<file path="config.mk">
export PLATFORM = sky130hd
export DESIGN_NAME = snoop_dispatcher
export DESIGN_NICKNAME = d
export VERILOG_FILES = /design/src/rtl/snoop_dispatcher.sv
export SDC_FILE = /design/constraint.sdc
export NUM_CORES = 1
export LEC_CHECK = 0
export ABC_AREA = 1
export CORE_MARGIN = 5
export CORE_UTILIZATION = 31
export DETAILED_ROUTE_END_ITERATION = 10
export PLACE_DENSITY = 0.78
export SYNTH_ARGS = -nofsm -noshare
export SYNTH_HDL_FRONTEND = slang
export SYNTH_SLANG_ARGS = --single-unit
</file>
<file path="constraint.sdc">
create_clock -name clk -period 1.75 [get_ports clk]
set_clock_uncertainty 0.15 [all_clocks]
set_input_delay 0.35 -clock clk [delete_from_list [all_inputs] [get_ports clk]]
set_output_delay 0.35 -clock clk [all_outputs]
set_load 0.01 [all_outputs]
</file>
<file path="src/rtl/snoop_dispatcher.sv">
// Steers each snooped packet's write stream and done pulse to one ready BPF core,
// chosen round-robin; packets arriving with no core ready are dropped and counted.
module snoop_dispatcher #(
  parameter  int N_CORES              = 4,
  parameter  int SNOOP_FWD_ADDR_WIDTH = 9,
  parameter  int SNOOP_FWD_DATA_WIDTH = 64,
  parameter  int DROP_CNT_WIDTH       = 16,
  localparam int SEL_WIDTH            = $clog2(N_CORES)
) (
  input  logic                            clk,
  input  logic                            rst_n,
  input  logic                            sn_sof,
  input  logic [SNOOP_FWD_ADDR_WIDTH-1:0] snooper_wr_addr,
  input  logic [SNOOP_FWD_DATA_WIDTH-1:0] snooper_wr_data,
  input  logic                            snooper_wr_en,
  input  logic                            snooper_done,
  output logic                            sn_ready,
  input  logic [N_CORES-1:0]              core_ready,
  output logic [SNOOP_FWD_ADDR_WIDTH-1:0] core_wr_addr,
  output logic [SNOOP_FWD_DATA_WIDTH-1:0] core_wr_data,
  output logic [N_CORES-1:0]              core_wr_en,
  output logic [N_CORES-1:0]              core_done,
  output logic [SEL_WIDTH-1:0]            cur_sel,
  output logic                            grant_valid,
  output logic [DROP_CNT_WIDTH-1:0]       drop_cnt,
  output logic                            proto_err
);

  typedef enum logic [1:0] {IDLE, GRANT, DROP} state_e;

  state_e                    state_q;
  logic [SEL_WIDTH-1:0]      rr_ptr_q;
  logic [SEL_WIDTH-1:0]      cur_sel_q;
  logic                      grant_valid_q;
  logic [DROP_CNT_WIDTH-1:0] drop_cnt_q;
  logic                      proto_err_q;

  logic                      pick_found_d;
  logic [SEL_WIDTH-1:0]      pick_idx_d;
  logic [SEL_WIDTH-1:0]      rr_next_d;
  logic                      grant_active;

  // Scan from rr_ptr upward with wrap; iterating offsets downward lets the
  // smallest offset overwrite the others and win.
  always_comb begin
    int cand;
    cand         = 0;
    pick_found_d = 1'b0;
    pick_idx_d   = '0;
    for (int k = N_CORES - 1; k >= 0; k--) begin
      cand = int'(rr_ptr_q) + k;
      if (cand >= N_CORES) cand = cand - N_CORES;
      if (core_ready[cand]) begin
        pick_found_d = 1'b1;
        pick_idx_d   = SEL_WIDTH'(cand);
      end
    end
  end

  always_comb begin
    rr_next_d = '0;
    if (cur_sel_q != SEL_WIDTH'(N_CORES - 1)) rr_next_d = cur_sel_q + 1'b1;
  end

  always_ff @(posedge clk or negedge rst_n) begin
    if (!rst_n) begin
      state_q       <= IDLE;
      rr_ptr_q      <= '0;
      cur_sel_q     <= '0;
      grant_valid_q <= 1'b0;
      drop_cnt_q    <= '0;
      proto_err_q   <= 1'b0;
    end else begin
      case (state_q)
        IDLE: begin
          if (snooper_done) proto_err_q <= 1'b1;
          if (sn_sof) begin
            if (pick_found_d) begin
              cur_sel_q     <= pick_idx_d;
              grant_valid_q <= 1'b1;
              state_q       <= GRANT;
            end else begin
              state_q <= DROP;
              if (drop_cnt_q != {DROP_CNT_WIDTH{1'b1}}) drop_cnt_q <= drop_cnt_q + 1'b1;
            end
          end
        end
        GRANT: begin
          if (sn_sof) proto_err_q <= 1'b1;
          if (snooper_done) begin
            state_q       <= IDLE;
            grant_valid_q <= 1'b0;
            rr_ptr_q      <= rr_next_d;
          end
        end
        DROP: begin
          if (sn_sof) proto_err_q <= 1'b1;
          if (snooper_done) state_q <= IDLE;
        end
        default: begin
          state_q       <= IDLE;
          grant_valid_q <= 1'b0;
        end
      endcase
    end
  end

  // Steering is combinational off the registered grant so writes reach the core with zero latency.
  assign grant_active = (state_q == GRANT);

  generate
    for (genvar gi = 0; gi < N_CORES; gi++) begin : g_core
      assign core_wr_en[gi] = grant_active && snooper_wr_en && (cur_sel_q == SEL_WIDTH'(gi));
      assign core_done[gi]  = grant_active && snooper_done  && (cur_sel_q == SEL_WIDTH'(gi));
    end
  endgenerate

  assign core_wr_addr = snooper_wr_addr;
  assign core_wr_data = snooper_wr_data;
  assign sn_ready     = (state_q == IDLE);
  assign cur_sel      = cur_sel_q;
  assign grant_valid  = grant_valid_q;
  assign drop_cnt     = drop_cnt_q;
  assign proto_err    = proto_err_q;

endmodule

</file>
; Yosys cells after proc, flatten, opt, wreduce, memory -nomap -nowiden
; Cells that the tools add are included.
; Widths: inputs -> output; s select.
[totals]
out_inout_bits = 102
elab_cells = 94
latchBits = 0
inputBits = 82
rom_bits = 0
memories = 0
ramBits = 0
reg_bits = 24
[op_classes]
n_mux = 36
n_div = 0
order_cmp = 8
n_eq_ne = 13
reduce_logical = 20
n_mul = 0
n_shift = 0
bitwise = 2
n_addsub = 9
[ops]
columns = op, n
row1 = $lt 32x4->1 const B, 4
row2 = $mux 32, 4
row3 = $mux 1, 17
row4 = $add 16x1->16 const B, 1
row5 = $mux 2, 8
row6 = $ne 16x16->1 const B, 1
row7 = $sub 3x3->4 const B, 3
row8 = $logic_and 1x1->1, 10
row9 = $ge 3x3->1 const B, 3
row10 = $bmux 1 s2, 4
row11 = $ne 2x2->1 const B, 4
row12 = $reduce_and 4->1, 2
row13 = $add 2x2->3 const B, 2
row14 = $eq 2x2->1 const B, 3
row15 = $ne 2x1->1 const B, 3
row16 = $reduce_and 3->1, 2
row17 = $eq 2x1->1 const B, 2
row18 = $logic_not 2->1, 2
row19 = $pmux 2 s2, 1
row20 = $reduce_and 2->1, 2
row21 = $sub 2x3->4 const B, 1
row22 = $add 2x1->3 const B, 1
row23 = $ge 2x3->1 const B, 1
row24 = $pmux 1 s3, 1
row25 = 5 further kinds, 6

; Logic depth before layout (Yosys ltp)
; Gate-level depths: netlist (run 1).
[depth]
depth_word = 13
mapped_depth = 13

; Least setup slack after synthesis (run 1)
; Ideal clock, no wire load.
[synth_path]
path_kind = reg2reg
startpoint = reg drop_cnt_q[0] (netlist: drop_cnt[0])
endpoint = reg drop_cnt_q[2] (netlist: drop_cnt[2])
arrival_time_ns = 1.530
required_ns = 1.534
period_less_slack_ns = 1.747
slack_ns = 0.003
path_stages_with_launch = 9
cell_sequence = dfrtp_1 -> ha_1 -> nand3_2 -> nor2_4 -> nand4_4 -> nand3_4 -> buf_6 -> nand2_2 -> nand2_1
[synth_via]
elab_chain_cells = 2
word_cells_on_any_way = 3
cone_classes = add/sub: 1 / eq/ne: 1 / reduce/logical: 1
[synth_lines]
columns = item, line_no
row1 = "start, declared", 35  ; logic [DROP_CNT_WIDTH-1:0] drop_cnt_q;
row2 = "start signal, assigned", 84  ; if (drop_cnt_q != {DROP_CNT_WIDTH{1'b1}}) drop_cnt_q <= drop_cnt_q + 1'b1;
row3 = "parallel branches: the longest is 2 deep, another holds $add 16x1->16", n/a
; Several ways; the timed one is not identified.
; A chain may end at the register's enable or synchronous reset.

; Worst setup path after layout (run 1)
[layout_path]
startpoint = reg state_q[1]
endpoint = out core_done[2]
[layout_via]
elab_chain_cells = 3
[layout_lines]
columns = item, line_no
row1 = "start, declared", 31  ; state_e state_q;
row2 = "start signal, assigned", 67  ; state_q <= IDLE;
row3 = "start signal, assigned", 81  ; state_q <= GRANT;
row4 = "start signal, assigned", 83  ; state_q <= DROP;
row5 = $eq 2x1->1, 109  ; assign grant_active = (state_q == GRANT);
row6 = $logic_and 1x1->1 (2 in series), 114  ; assign core_done[gi] = grant_active && snooper_done && (cur_sel_q == SEL_WIDTH'(gi));
row7 = "end, declared", 22  ; output logic [N_CORES-1:0] core_done,
; No other way between the ends.

==> flow_summary.yaml, run 1 <==
global_route:
  antenna_found_initial: 0
  grt_overflow: 0
  track_usage_pct: 10.2
  grt_max_degree: 25
  grt_pass1_vias: 1872
  grt_pass1_wl_mm: 8.30
critical_path:
  cp.required_ns: 1.25
  worstPathMaxFanout: 5
  crit_family: "flip-flops"
  critical_path_class: "flip-flop to primary output"
  critPathMaxStageDelay_ns: 0.40
  crit_chain: "inv_2 > ha_4 > nand2_4 > nor2_2 > buf_2"
  arrival_ns: 1.25
  r2r-start: "drop_cnt[0]$_DFFE_PN0P_"
  end_kind: "primary output"
  cp_num_buf_inv: 2
  path_depth: 5
  startpoint_type: "flip-flop"
  r2r_cells: 7
  cp-startpoint: "state_q[1]$_DFFE_PN0P_"
  slowest_stage: "dfrtp_1"
final_layout:
  nNetsFinal: 419
  post-route-util_pct: 37.6
  antenna_cells: 0
  drive_above_1_share_pct: 39.4
  num-fill-cells: 753
  area_growth_pct: 19.6
yosys:
  ys_seq_elements: 24
  ys_dominant_reg_cell: "dfrtp_1"
  synth_edf_count: 0
  synthTopCellsByArea: "dfrtp_1 (25%), buf_4 (23%), nand2_1 (11%)"
  synthDistinctLibCells: 31
  yosys_warnings: 0
  synthCells: 323
  synth-simple-area-share_pct: 33.6
  yosysTopAreaCell: "dfrtp_1"
  syn_area_per_cell_um2: 7.44
  yosysTopAreaCellShare_pct: 25.0
  synth_fa_ha_area_share_pct: 4.69
  seq_area_frac_synth_pct: 25.0
  synth_top_family_by_area: "simple AND/OR/NAND/NOR gates"
  synth_compound_area_share_pct: 2.71
  synth_area_mm2: 0.00240
  synth_most_common_cell: "buf_4"
  syn_nets: 414
  yosys.area_share.xor_xnor_pct: 4.74
  synth.mux.area_fraction_pct: 0
  yosys-top-cells-count: "buf_4 (74), nand2_1 (70), dfrtp_1 (24), inv_1 (24), nor2_1 (24)"
  async_flop_share_pct: 100
clocking:
  clock-sinks: 24
  cts-hold-fix-buffers: 0
  insertion_delay_ns: 0.27
  cts_tree: "done"
  clockBufferDepth: 2
  root_buffer: "clkbuf_8"
  cts_buffers: 3
  clkTransAtPathRegs_ns: 0.10
  h-tree-depth: 1
sta:
  fin_ws_ns: -0.00378
  rsz0062_at_grt: "true"
  fmax_ghz: 0.570
  fin_crit_ns: 1.75
  tightest_slew_ns: 0.331
  fin_crit_sh_pct: 100
  slew_violations: 0
  hold_ws_ns: 0.289
  finalSetupViolCount: 1
  hold_viol: 0
  slew_headroom_pct: 78.0
status:
  violations: "setup timing"
  status: "complete, but fails checks"
die:
  core_mm2: 0.00765
  die_x_um: 98.0
  start_util_pct: 31.4
  core.rowCount: 32
  die_h_um: 98.0
  dieArea_mm2: 0.00961
  io_pins: 184
run:
  cap_viol_max_count: 0
placed_design:
  pre_cts_ws_ns: -0.357
  place_congestion: 0.828
  hpwl_mm: 3.73
  port_buffers: 37
drt:
  post-route-drc-count: 0
  vias: 1995
  ant_nets: 0
  wl_per_cell_um: 12.9
  dr.pass1.iters: 5
  wl_mm: 5.53
  drt_iter0_markers: 106
  drt-vias-per-instance: 4.65
power_and_ir_drop:
  ir_drop_uv: 423
  cellLeakagePower_nw: 1.45
  cellPowerDensity_mw_per_mm2: 1230
hold_path:
  hold_path_class: "input port to asynchronous set/reset pin"
## flip-flops by register name, indices dropped and copies added, names as in the netlist
name and flops:
rr_ptr_q 2, proto_err 1, grant_valid 1, drop_cnt 16
cur_sel 2, state_q 2
## logic make-up (layout without fill, tap and decap cells)
group,Yosys count,count (layout)
AND/OR/NAND/NOR,159,160
buffers and inverters,106,109
flip-flops,24,24
XOR/XNOR,13,13
AO/OA/AOI/OAI,12,12
adder cells (fa/ha/maj),9,9
## cells in the final DEF, fill, tap and decap left out, types with 8 or more instances in the layout
cell type,count
buf_2,9
buf_4,30
clkdlybuf4s50_1,17
dfrtp_1,15
dfrtp_2,9
dlygate4sd2_1,9
inv_1,18
nand2_1,57
nand2_2,25
nand2_4,10
nand3_1,16
nand4_1,16
nor2_1,18
xnor2_1,8
## where the power goes
| group | internal [mW] | switching, mW | total (mW) |
|---|---|---|---|
| clock network | 0.306 | 0.190 | 0.495 |
| logic | 1.02 | 1.25 | 2.27 |
| registers | 0.669 | 0.103 | 0.771 |
| total | 2.00 | 1.54 | 3.54 |
## final cells by class
class	instances	area (µm²)	share of cell area [%]
Multi-Input combinational cell	194	1250	43.6
Timing Repair Buffer	77	686	23.9
Sequential cell	24	612	21.3
Tap cell	102	128	4.44
Inverter	28	125	4.36
Clock buffer	3	41.3	1.44
Clock inverter	1	30.0	1.05
## metal layers
layer | up-vias | wire length (µm) | global-route usage [%]
met5 | - | 0 | 0
met4 | 0 | 107 | 4.79
met3 | 10 | 380 | 2.79
met2 | 69 | 2940 | 18.0
met1 | 959 | 2100 | 11.2
li1 | 957 | - | -
## timing repair
| action | CTS | global route |
|---|---|---|
| endpoints found under the hold margin | 0 | 0 |
| endpoints found under the setup margin | 45 | 29 |
| gates cloned | 1 | 1 |
| resized for setup | 65 | 52 |
| pin swaps | 1 | 16 |
| buffers inserted | 13 | 7 |
## stage by stage
step                setup TNS [ns]  cells  power (mW)  instance area [µm²]
floorplan                        0    323        2.08                 2400
global placement             -7.45    403        2.52                 2460
detailed placement           -8.29    403        2.57                 2460
CTS                         -0.122    421        3.19                 2630
global route                -0.963    429        3.81                 2870
finish                    -0.00378    429        3.54                 2870
## worst paths after layout
| path | endpoint | slack [ns] |
|---|---|---|
| max in group asynchronous | rr_ptr_q[1]$_DFFE_PN0P_ | 0.88 |
| min in group clk | proto_err$_DFFE_PN0P_ | 0.33 |
| max reg2reg | drop_cnt[2]$_DFFE_PN0P_ | 0.04 |
| min reg2reg | proto_err$_DFFE_PN0P_ | 0.33 |
| min | drop_cnt[6]$_DFFE_PN0P_ | 0.29 |
| max | core_done[2] | -0.004 |
(Power assumes the default switching activity.)
==> run 2, diff against run 1 <==
Settings changed: SLEW_MARGIN set to 20.
==> results of run 2 <==
No change in the layout: final DEF, timing and power equal those of run 1.
